<file path="src/rtl/ram_port_a_arbiter_if.sv">
// Requester and RAM port-A signal bundle for ram_port_a_arbiter.
// The slave modport is the arbiter's view. The master modport is the requester/RAM side.
interface ram_port_a_arbiter_if #(
  parameter int ADDR_SIZE = 16,
  parameter int DATA_SIZE = 32,
  parameter int LEN_W     = 8
);
  logic                 req0;
  logic                 req1;
  logic                 we0;
  logic                 we1;
  logic [ADDR_SIZE-1:0] addr0;
  logic [ADDR_SIZE-1:0] addr1;
  logic [LEN_W-1:0]     len0;
  logic [LEN_W-1:0]     len1;
  logic [DATA_SIZE-1:0] wdata0;
  logic [DATA_SIZE-1:0] wdata1;

  logic                 gnt0;
  logic                 gnt1;
  logic                 wready0;
  logic                 wready1;
  logic [DATA_SIZE-1:0] rdata0;
  logic [DATA_SIZE-1:0] rdata1;
  logic                 rvalid0;
  logic                 rvalid1;
  logic                 done0;
  logic                 done1;

  logic [ADDR_SIZE-1:0] ram_addr_A;
  logic [DATA_SIZE-1:0] ram_data_in_A;
  logic                 ram_w_e_A;
  logic                 ram_r_e_A;
  logic [DATA_SIZE-1:0] ram_data_out_A;

  modport slave (
    input  req0, req1, we0, we1, addr0, addr1, len0, len1, wdata0, wdata1,
    input  ram_data_out_A,
    output gnt0, gnt1, wready0, wready1, rdata0, rdata1, rvalid0, rvalid1,
    output done0, done1,
    output ram_addr_A, ram_data_in_A, ram_w_e_A, ram_r_e_A
  );

  modport master (
    output req0, req1, we0, we1, addr0, addr1, len0, len1, wdata0, wdata1,
    output ram_data_out_A,
    input  gnt0, gnt1, wready0, wready1, rdata0, rdata1, rvalid0, rvalid1,
    input  done0, done1,
    input  ram_addr_A, ram_data_in_A, ram_w_e_A, ram_r_e_A
  );
endinterface

</file>
<file path="src/rtl/ram_port_a_arbiter.sv">
// Shares RAM port A between two requesters in bursts of len+1 beats. RAM_ARB_ROUND_ROBIN_EN selects round-robin arbitration; otherwise requester 0 has fixed priority.
// Latency: gnt 1 cycle after req in IDLE; rdata/rvalid RD_LAT+1 cycles after ram_r_e_A.
// Backpressure: none inside a burst (one beat per cycle); the losing requester holds req until it is served.
module ram_port_a_arbiter #(
  parameter int ADDR_SIZE = 16,
  parameter int DATA_SIZE = 32,
  parameter int LEN_W     = 8,
  parameter int RD_LAT    = 1
) (
  input  logic clk,
  input  logic reset_n,
  ram_port_a_arbiter_if.slave bus
);

  localparam logic [1:0] ST_IDLE  = 2'd0;
  localparam logic [1:0] ST_BURST = 2'd1;
  localparam logic [1:0] ST_DRAIN = 2'd2;
  localparam logic [1:0] ST_DONE  = 2'd3;

  logic [1:0]           state_q, state_d;
  logic                 owner_q, owner_d;
  logic                 we_q, we_d;
  logic [ADDR_SIZE-1:0] addr_q, addr_d;
  logic [LEN_W-1:0]     len_q, len_d;
  logic [LEN_W-1:0]     cnt_q, cnt_d;

  logic                 ram_we_q, ram_we_d;
  logic                 ram_re_q, ram_re_d;
  logic [ADDR_SIZE-1:0] ram_addr_q, ram_addr_d;
  logic [DATA_SIZE-1:0] ram_din_q, ram_din_d;

  logic [RD_LAT-1:0]    vpipe_q;
  logic [DATA_SIZE-1:0] rdata0_q, rdata1_q;
  logic                 rvalid0_q, rvalid1_q;

  logic                 any_req;
  logic                 winner;
  logic                 last_beat;
  logic                 pipe_empty;
  logic                 rd_ret;
  logic                 in_burst;
  logic                 owned;
  logic [DATA_SIZE-1:0] wdata_g;

  assign any_req = bus.req0 | bus.req1;

`ifdef RAM_ARB_ROUND_ROBIN_EN
  logic rr_q;

  // Pointer names the preferred requester; it moves to the other side after every burst.
  always_ff @(posedge clk or negedge reset_n) begin
    if (!reset_n) begin
      rr_q <= 1'b0;
    end else if (state_q == ST_DONE) begin
      rr_q <= ~owner_q;
    end
  end

  assign winner = (bus.req0 && bus.req1) ? rr_q : bus.req1;
`else
  assign winner = ~bus.req0;
`endif

  assign last_beat  = (cnt_q == len_q);
  assign pipe_empty = ~ram_re_q && (vpipe_q == '0);
  assign rd_ret     = vpipe_q[RD_LAT-1];
  assign wdata_g    = owner_q ? bus.wdata1 : bus.wdata0;

  always_comb begin
    state_d    = state_q;
    owner_d    = owner_q;
    we_d       = we_q;
    addr_d     = addr_q;
    len_d      = len_q;
    cnt_d      = cnt_q;
    ram_we_d   = 1'b0;
    ram_re_d   = 1'b0;
    ram_addr_d = ram_addr_q;
    ram_din_d  = ram_din_q;

    case (state_q)
      ST_IDLE: begin
        if (any_req) begin
          owner_d = winner;
          we_d    = winner ? bus.we1   : bus.we0;
          addr_d  = winner ? bus.addr1 : bus.addr0;
          len_d   = winner ? bus.len1  : bus.len0;
          cnt_d   = '0;
          state_d = ST_BURST;
        end
      end

      ST_BURST: begin
        ram_addr_d = addr_q;
        addr_d     = addr_q + ADDR_SIZE'(1);
        ram_we_d   = we_q;
        ram_re_d   = ~we_q;
        if (we_q) begin
          ram_din_d = wdata_g;
        end
        // Compare before increment so a full 2^LEN_W-beat burst never wraps the counter early.
        if (last_beat) begin
          cnt_d   = '0;
          state_d = we_q ? ST_DONE : ST_DRAIN;
        end else begin
          cnt_d = cnt_q + LEN_W'(1);
        end
      end

      ST_DRAIN: begin
        if (pipe_empty) begin
          state_d = ST_DONE;
        end
      end

      ST_DONE: begin
        state_d = ST_IDLE;
      end

      default: begin
        state_d = ST_IDLE;
      end
    endcase
  end

  always_ff @(posedge clk or negedge reset_n) begin
    if (!reset_n) begin
      state_q    <= ST_IDLE;
      owner_q    <= 1'b0;
      we_q       <= 1'b0;
      addr_q     <= '0;
      len_q      <= '0;
      cnt_q      <= '0;
      ram_we_q   <= 1'b0;
      ram_re_q   <= 1'b0;
      ram_addr_q <= '0;
      ram_din_q  <= '0;
    end else begin
      state_q    <= state_d;
      owner_q    <= owner_d;
      we_q       <= we_d;
      addr_q     <= addr_d;
      len_q      <= len_d;
      cnt_q      <= cnt_d;
      ram_we_q   <= ram_we_d;
      ram_re_q   <= ram_re_d;
      ram_addr_q <= ram_addr_d;
      ram_din_q  <= ram_din_d;
    end
  end

  // Valid pipe mirrors the RAM read latency; owner is stable until DONE so it routes returns.
  always_ff @(posedge clk or negedge reset_n) begin
    if (!reset_n) begin
      vpipe_q   <= '0;
      rvalid0_q <= 1'b0;
      rvalid1_q <= 1'b0;
      rdata0_q  <= '0;
      rdata1_q  <= '0;
    end else begin
      vpipe_q[0] <= ram_re_q;
      for (int i = 1; i < RD_LAT; i++) begin
        vpipe_q[i] <= vpipe_q[i-1];
      end
      rvalid0_q <= rd_ret & ~owner_q;
      rvalid1_q <= rd_ret &  owner_q;
      if (rd_ret && !owner_q) begin
        rdata0_q <= bus.ram_data_out_A;
      end
      if (rd_ret && owner_q) begin
        rdata1_q <= bus.ram_data_out_A;
      end
    end
  end

  assign in_burst = (state_q == ST_BURST);
  assign owned    = (state_q == ST_BURST) || (state_q == ST_DRAIN);

  assign bus.gnt0    = owned & ~owner_q;
  assign bus.gnt1    = owned &  owner_q;
  assign bus.wready0 = in_burst & we_q & ~owner_q;
  assign bus.wready1 = in_burst & we_q &  owner_q;
  assign bus.done0   = (state_q == ST_DONE) & ~owner_q;
  assign bus.done1   = (state_q == ST_DONE) &  owner_q;
  assign bus.rvalid0 = rvalid0_q;
  assign bus.rvalid1 = rvalid1_q;
  assign bus.rdata0  = rdata0_q;
  assign bus.rdata1  = rdata1_q;

  assign bus.ram_addr_A    = ram_addr_q;
  assign bus.ram_data_in_A = ram_din_q;
  assign bus.ram_w_e_A     = ram_we_q;
  assign bus.ram_r_e_A     = ram_re_q;

endmodule

</file>
<file path="src/flat_wrapper.sv">
// flat-port wrapper written by rule: the top's interface ports become plain ports
module ram_port_a_arbiter_flat 
#(
  parameter int ADDR_SIZE = 16,
  parameter int DATA_SIZE = 32,
  parameter int LEN_W     = 8,
  parameter int RD_LAT    = 1
)
  (clk, reset_n, bus_req0, bus_req1, bus_we0, bus_we1, bus_addr0, bus_addr1, bus_len0, bus_len1, bus_wdata0, bus_wdata1, bus_ram_data_out_A, bus_gnt0, bus_gnt1, bus_wready0, bus_wready1, bus_rdata0, bus_rdata1, bus_rvalid0, bus_rvalid1, bus_done0, bus_done1, bus_ram_addr_A, bus_ram_data_in_A, bus_ram_w_e_A, bus_ram_r_e_A);
  ram_port_a_arbiter_if #(.ADDR_SIZE(ADDR_SIZE), .DATA_SIZE(DATA_SIZE), .LEN_W(LEN_W)) bus_i ();
  input  logic clk;
  input  logic reset_n;
  input wire logic [$bits(bus_i.req0)-1:0] bus_req0;
  input wire logic [$bits(bus_i.req1)-1:0] bus_req1;
  input wire logic [$bits(bus_i.we0)-1:0] bus_we0;
  input wire logic [$bits(bus_i.we1)-1:0] bus_we1;
  input wire logic [$bits(bus_i.addr0)-1:0] bus_addr0;
  input wire logic [$bits(bus_i.addr1)-1:0] bus_addr1;
  input wire logic [$bits(bus_i.len0)-1:0] bus_len0;
  input wire logic [$bits(bus_i.len1)-1:0] bus_len1;
  input wire logic [$bits(bus_i.wdata0)-1:0] bus_wdata0;
  input wire logic [$bits(bus_i.wdata1)-1:0] bus_wdata1;
  input wire logic [$bits(bus_i.ram_data_out_A)-1:0] bus_ram_data_out_A;
  output wire logic [$bits(bus_i.gnt0)-1:0] bus_gnt0;
  output wire logic [$bits(bus_i.gnt1)-1:0] bus_gnt1;
  output wire logic [$bits(bus_i.wready0)-1:0] bus_wready0;
  output wire logic [$bits(bus_i.wready1)-1:0] bus_wready1;
  output wire logic [$bits(bus_i.rdata0)-1:0] bus_rdata0;
  output wire logic [$bits(bus_i.rdata1)-1:0] bus_rdata1;
  output wire logic [$bits(bus_i.rvalid0)-1:0] bus_rvalid0;
  output wire logic [$bits(bus_i.rvalid1)-1:0] bus_rvalid1;
  output wire logic [$bits(bus_i.done0)-1:0] bus_done0;
  output wire logic [$bits(bus_i.done1)-1:0] bus_done1;
  output wire logic [$bits(bus_i.ram_addr_A)-1:0] bus_ram_addr_A;
  output wire logic [$bits(bus_i.ram_data_in_A)-1:0] bus_ram_data_in_A;
  output wire logic [$bits(bus_i.ram_w_e_A)-1:0] bus_ram_w_e_A;
  output wire logic [$bits(bus_i.ram_r_e_A)-1:0] bus_ram_r_e_A;
  assign bus_i.req0 = bus_req0;
  assign bus_i.req1 = bus_req1;
  assign bus_i.we0 = bus_we0;
  assign bus_i.we1 = bus_we1;
  assign bus_i.addr0 = bus_addr0;
  assign bus_i.addr1 = bus_addr1;
  assign bus_i.len0 = bus_len0;
  assign bus_i.len1 = bus_len1;
  assign bus_i.wdata0 = bus_wdata0;
  assign bus_i.wdata1 = bus_wdata1;
  assign bus_i.ram_data_out_A = bus_ram_data_out_A;
  assign bus_gnt0 = bus_i.gnt0;
  assign bus_gnt1 = bus_i.gnt1;
  assign bus_wready0 = bus_i.wready0;
  assign bus_wready1 = bus_i.wready1;
  assign bus_rdata0 = bus_i.rdata0;
  assign bus_rdata1 = bus_i.rdata1;
  assign bus_rvalid0 = bus_i.rvalid0;
  assign bus_rvalid1 = bus_i.rvalid1;
  assign bus_done0 = bus_i.done0;
  assign bus_done1 = bus_i.done1;
  assign bus_ram_addr_A = bus_i.ram_addr_A;
  assign bus_ram_data_in_A = bus_i.ram_data_in_A;
  assign bus_ram_w_e_A = bus_i.ram_w_e_A;
  assign bus_ram_r_e_A = bus_i.ram_r_e_A;
  ram_port_a_arbiter #(.ADDR_SIZE(ADDR_SIZE), .DATA_SIZE(DATA_SIZE), .LEN_W(LEN_W), .RD_LAT(RD_LAT)) u_core (.clk(clk), .reset_n(reset_n), .bus(bus_i));
endmodule
</file>
<file path="config.mk">
export PLATFORM = sky130hd
export DESIGN_NAME = ram_port_a_arbiter_flat
export DESIGN_NICKNAME = d
export VERILOG_FILES = /design/src/rtl/ram_port_a_arbiter_if.sv /design/src/rtl/ram_port_a_arbiter.sv /design/src/flat_wrapper.sv
export SDC_FILE = /design/constraint.sdc
export NUM_CORES = 1
export LEC_CHECK = 0
export CORE_MARGIN = 2
export CORE_UTILIZATION = 44
export DETAILED_ROUTE_END_ITERATION = 8
export GPL_TIMING_DRIVEN = 0
export HOLD_SLACK_MARGIN = 0.1
export PLACE_DENSITY = 0.81
export SLEW_MARGIN = 20
export SYNTH_ARGS = -nofsm -noshare
export SYNTH_HDL_FRONTEND = slang
export SYNTH_SLANG_ARGS = --single-unit
</file>
<file path="constraint.sdc">
create_clock -name clk -period 2.7 [get_ports clk]
set_input_delay 0.54 -clock clk [delete_from_list [all_inputs] [get_ports clk]]
set_output_delay 0.54 -clock clk [all_outputs]
set_load 0.1 [all_outputs]
</file>
==> run summary, run 1 <==
Vias in the first global route: 5582
Most frequent cells in the layout: clkdlybuf4s50_1 (263), dfrtp_1 (153), mux2_2 (92)
Fin. max-slew vios: 0
Die area: 16800 sq um
Final hold violations: 0
Worst r2r dst: u_core.addr_q[9]
Max Cap Viol: 0
Postcts setup bufs: 0
Crit path DAT: 2.03 ns
Die Y: 130 um
Outcome: finished clean
Fraction of layout cells with a size suffix above 1: 18.2%
Crit path max-delay family: buffers and inverters
Period utilization: 95.1%
Mean Syn Cell Area: 11.9 sq um
Yosys cell types: 43
Cells after synthesis: 587
Port bufs: 270
Post-Route WL: 18.9 mm
Hold EP: u_core.rd_ret
CP Class: flop to output pin
Top cells by area, synth: dfrtp_1 (55%), mux2_2 (15%), mux2i_1 (7.9%)
Fin cells: 1100
DPL Wire Length: 14.5 mm
Register Area: 3830 sq um
Final Setup Violations: 0
Clock Latency Late Sink: 0.42 ns
Synth area leader: dfrtp_1
Post-synthesis cell area: 6960 sq um
Main synth FF type: dfrtp_1
Clk_skew: 0.00920 ns
CP Cell Sequence: clkbuf_1 -> buf_2 -> and2_1 -> clkdlybuf4s15_2
Post-synth EDFFs: 0
Worst Hold Launch: u_core.bus.ram_r_e_A
Via density per instance: 5.09
H-tree levels: 4
Peak Freq: 390 MHz
Crit path time final: 2.57 ns
Via Count: 5597
CTS tree: built
Max incr delay on CP: 0.56 ns
Setup TNS: 0 ns
CP endpoint kind: output pin
Post-DRT Antenna Nets: 0
FF-to-FF path depth: 8
Multi-input gate area: 2910 sq um
Maximum clock path buffer count: 2
Cts bufs inserted: 17
Die Wd: 130 um
GPL Wtd Cong: 0.814
Core Region: 15300 sq um
FF-to-FF setup slack: 0.61 ns
# fillers: 1155
Min-Delay Path Class: flop to flop
Commonest non-fill, non-tap cell in the layout: clkdlybuf4s50_1
GRT overflow: 0
Ant. Diodes: 0
Slew margin rel.: 29.7%
Worst slew pin tran: 1.05 ns
Slowest cell on crit path: clkdlybuf4s15_2
Reg-to-Reg Start: u_core.state_q[0]
Top Ports: 272
Post-synth ARST share: 100%
Worst Path Required: 2.16 ns
# nets final: 1033
Row cnt: 45
Initial drt markers: 294
Placed cells: 1069
GR Util All Layers: 22.0%
CP max FO: 10
Final core occ: 69.5%
Root Driver: clkbuf_16
Effective utilization at floorplan: 45.4%
Synthesized net count: 744
Hold path depth: 0
Synthesis warning total: 0
Worst path bufs/invs: 3
Area Overhead vs Synth: 52.9%
Clk sink count: 153
Seq/Total Area, Yosys: 55.0%
# DRC: 0
First-pass GRT wire length: 28.6 mm
WL per Instance: 17.2 um
Worst setup SP type: flop
Initial antenna violation count: 0
CTS clk-pin slew, worst paths: 0.06 ns
Drt pass-1 iters: 4
Unrepaired setup endpoints after global routing: no
Pin count of the biggest net entering global routing: 101
Yosys top cell area share: 55.0%
Hold slack: 0.399 ns
Register bit total from synthesis: 153
-- cell type report --
class,instances,share of cell area [%]
timing repair buffer,272,26.0
multi-input combinational,386,27.3
clock inverter,13,1.81
inverter,9,0.317
buffer,37,2.00
clock buffer,19,4.07
tap,211,2.48
sequential,153,36.0
-- sequential cells by signal (all words and copies together) (netlist names), 2 cells and up --
signal                    cells
u_core.bus.ram_data_in_A     32
u_core.cnt_q                  8
u_core.state_q                2
u_core.bus.rdata0            32
u_core.bus.rdata1            32
u_core.bus.ram_addr_A        16
u_core.len_q                  8
u_core.addr_q                16
-- worst max-delay path by stage --
stage,to,depth (start not counted),slack [ns],start
6_report,bus_done1,4,0.13,u_core.owner_q
5_1_grt,bus_done1,4,0.03,u_core.owner_q
4_1_cts,bus_wready1,7,0.006,u_core.state_q[1]
3_5_place_dp,bus_wready1,7,-0.98,u_core.state_q[1]
3_3_place_gp,u_core.bus.rdata1[19],1,-5.08,reset_n
2_1_floorplan,bus_gnt0,3,0.05,u_core.state_q[0]
-- cell usage after synthesis, types with 2 or more instances --
master    number
nor4_1         2
o22ai_1       10
nand4_1        7
nor2_1        44
mux2i_1       55
a21oi_1       46
and3_1         9
nand3_1       10
o21a_1         2
nor2b_1        5
buf_1          7
o21ai_0       25
mux2_2        92
clkbuf_1      12
nand2_1       35
and2_1         3
buf_6          4
o21ai_1        2
ha_1           7
nor3_1         4
dfrtp_1      153
buf_2         15
xor2_1         8
a31oi_1        3
inv_1          9
-- kinds of logic (layout without fill, tap and decap cells) --
kind of cell | after synthesis | count (layout) | synth area share (%)
buffers and inverters | 48 | 350 | 3.34
adder cells (fa/ha/maj) | 7 | 7 | 1.26
AND/OR/NAND/NOR | 128 | 128 | 8.81
flip-flops | 153 | 153 | 55.0
XOR/XNOR | 8 | 8 | 1.01
AO/OA/AOI/OAI | 96 | 96 | 7.77
multiplexers | 147 | 147 | 22.8
-- routing by layer --
layer	vias to the layer above	share of wire, %	GRT usage (%)
li1	2665	-	-
met1	2706	40	26.7
met2	195	51	38.1
met3	31	7.1	5.49
met4	0	2.3	8.22
met5	-	0	0
-- stage by stage --
step	area (sq um)	setup WS [ns]
floorplan	6970	0.0542
global placement	9930	-5.08
detailed placement	9970	-0.977
CTS	10600	0.00605
global route	10600	0.0252
finish	10600	0.133
-- repair_timing --
item | in CTS | in global routing
resized for setup | 38 | 3
hold buffers | 1 | 0
endpoints found under the hold margin | 53 | 0
setup endpoints to repair | 6 | 2
Power of run 1 is left out: the tool's default activity adds up to more than one toggle a clock period on the data nets, which glitch-free logic cannot reach.
==> run 2, diff against run 1 <==
==> constraint.sdc (replaced) <==
create_clock -name clk -period 2.7 [get_ports clk]
set_input_delay 0.81 -clock clk [delete_from_list [all_inputs] [get_ports clk]]
set_output_delay 0.81 -clock clk [all_outputs]
set_load 0.1 [all_outputs]
==> run summary, run 2 (synthesized netlist as in run 1, its figures left out) <==
Clk_skew: 0.00719 ns (-0.00201 ns)
Core Region: 15300 sq um (unchanged)
Most frequent cells in the layout: dfrtp_1 (153), clkdlybuf4s50_1 (147), dlygate4sd2_1 (114)
Initial drt markers: 207 (-30%)
WL per Instance: 16.8 um (-2.1%)
CTS clk-pin slew, worst paths: 0.06 ns (about the same)
DPL Wire Length: 14.0 mm (-3.4%)
Period utilization: 97.9% (+2.9 points)
Via density per instance: 5.10 (+0.33%)
Post-Route WL: 18.6 mm (-1.6%)
Slew margin rel.: 31.6% (+1.9 points)
CP max FO: 10 (unchanged)
Fin cells: 1106 (+0.55%)
H-tree levels: 4 (unchanged)
Worst setup SP type: flop
Area Overhead vs Synth: 51.6%
Cts bufs inserted: 17 (unchanged)
Pin count of the biggest net entering global routing: 86 (-15%)
Die Y: 130 um (unchanged)
FF-to-FF setup slack: 0.53 ns (-0.08 ns)
Hold slack: 0.352 ns (-0.0476 ns)
Placed cells: 1069 (unchanged)
Post-DRT Antenna Nets: 0 (unchanged)
Commonest non-fill, non-tap cell in the layout: dfrtp_1
Final hold violations: 0 (unchanged)
Effective utilization at floorplan: 45.4% (unchanged)
Peak Freq: 378 MHz (-2.9%)
Fin. max-slew vios: 0 (unchanged)
Fraction of layout cells with a size suffix above 1: 19.4% (+1.2 points)
Vias in the first global route: 5580 (-0.036%)
Maximum clock path buffer count: 2 (unchanged)
# nets final: 1039 (+0.58%)
Port bufs: 270 (unchanged)
GR Util All Layers: 22.2% (+0.21 points)
Hold Buf Count CTS: 0 (-1)
Die Wd: 130 um (unchanged)
Top Ports: 272 (unchanged)
Ant. Diodes: 0 (unchanged)
Worst Path Required: 1.89 ns (-0.27 ns)
Crit path time final: 2.64 ns (+0.0771 ns)
Setup TNS: 0 ns (unchanged)
Drt pass-1 iters: 4 (unchanged)
Die area: 16800 sq um (unchanged)
Worst slew pin tran: 1.03 ns (-0.0215 ns)
Initial antenna violation count: 0 (unchanged)
Max Cap Viol: 0 (unchanged)
Clock Latency Late Sink: 0.41 ns (about the same)
Min-Delay Path Class: input pin to asynchronous set/reset pin
CP Class: flop to output pin
Final Setup Violations: 0 (unchanged)
First-pass GRT wire length: 28.9 mm (+0.92%)
Row cnt: 45 (unchanged)
Root Driver: clkbuf_16
Via Count: 5646 (+0.88%)
CTS tree: built
CP endpoint kind: output pin
GPL Wtd Cong: 0.828 (+1.8%)
# DRC: 0 (unchanged)
Crit path DAT: 1.83 ns (-0.20 ns)
GRT overflow: 0 (unchanged)
Clk sink count: 153 (unchanged)
Outcome: finished clean
==> run 2: layout make-up <==
class | count | area, sq um
Clock inverter | 12 | 164
Timing Repair Buffer | 278 | 2660
Inverter | 9 | 33.8
Sequential cell | 153 | 3830
Fill cell | 1206 | 4760
Buffer | 37 | 231
Tap cell | 211 | 264
Clock buffer | 20 | 457
Multi-Input combinational cell | 386 | 2920
==> run 2: through the flow <==
step           setup slack, ns  area, sq um  utilization (%)
6_report                0.0556        10600             68.9
5_1_grt               -0.00270        10600             68.9
4_1_cts                -0.0332        10500             68.6
3_5_place_dp             -1.25         9970             65.1
3_3_place_gp             -5.39         9940             64.9
2_1_floorplan         -0.00131         6970                -
==> run 2: final timing paths <==
check | start | to | cells past startpoint
setup / recovery | u_core.state_q[1] | bus_wready0 | 7
hold / removal | reset_n | u_core.bus.rdata1[10] | 1
min in group clk | u_core.bus.ram_r_e_A | u_core.rd_ret | 0
hold reg to reg | u_core.bus.ram_r_e_A | u_core.rd_ret | 0
max in group asynchronous | reset_n | u_core.bus.ram_data_in_A[15] | 2
setup reg to reg | u_core.state_q[0] | u_core.addr_q[12] | 8
==> run 2: timing repair <==
item,CTS,global route
setup endpoints to repair,120,5
resized for setup,170,5
pin swaps,0,0
buffers inserted,1,6
hold endpoints to repair,0,0
==> run 2: worst max-delay path: stages (launching register included) <==
cell,delay [ns]
dfrtp_1,0.39
inv_2,0.08
ha_2,0.17
buf_6,0.12
and2_4,0.16
clkbuf_16,0.15
nor2b_4,0.16
buf_12,0.18
==> run 2: layer usage <==
layer  vias up  GRT usage, %  share of wire, %
met1      2718          28.3                39
met5         -             0                 0
met3        29          5.99               7.7
met2       218          36.7                51
li1       2681             -                 -
met4         0          8.10               1.9
Power of run 2 is left out for the same reason.
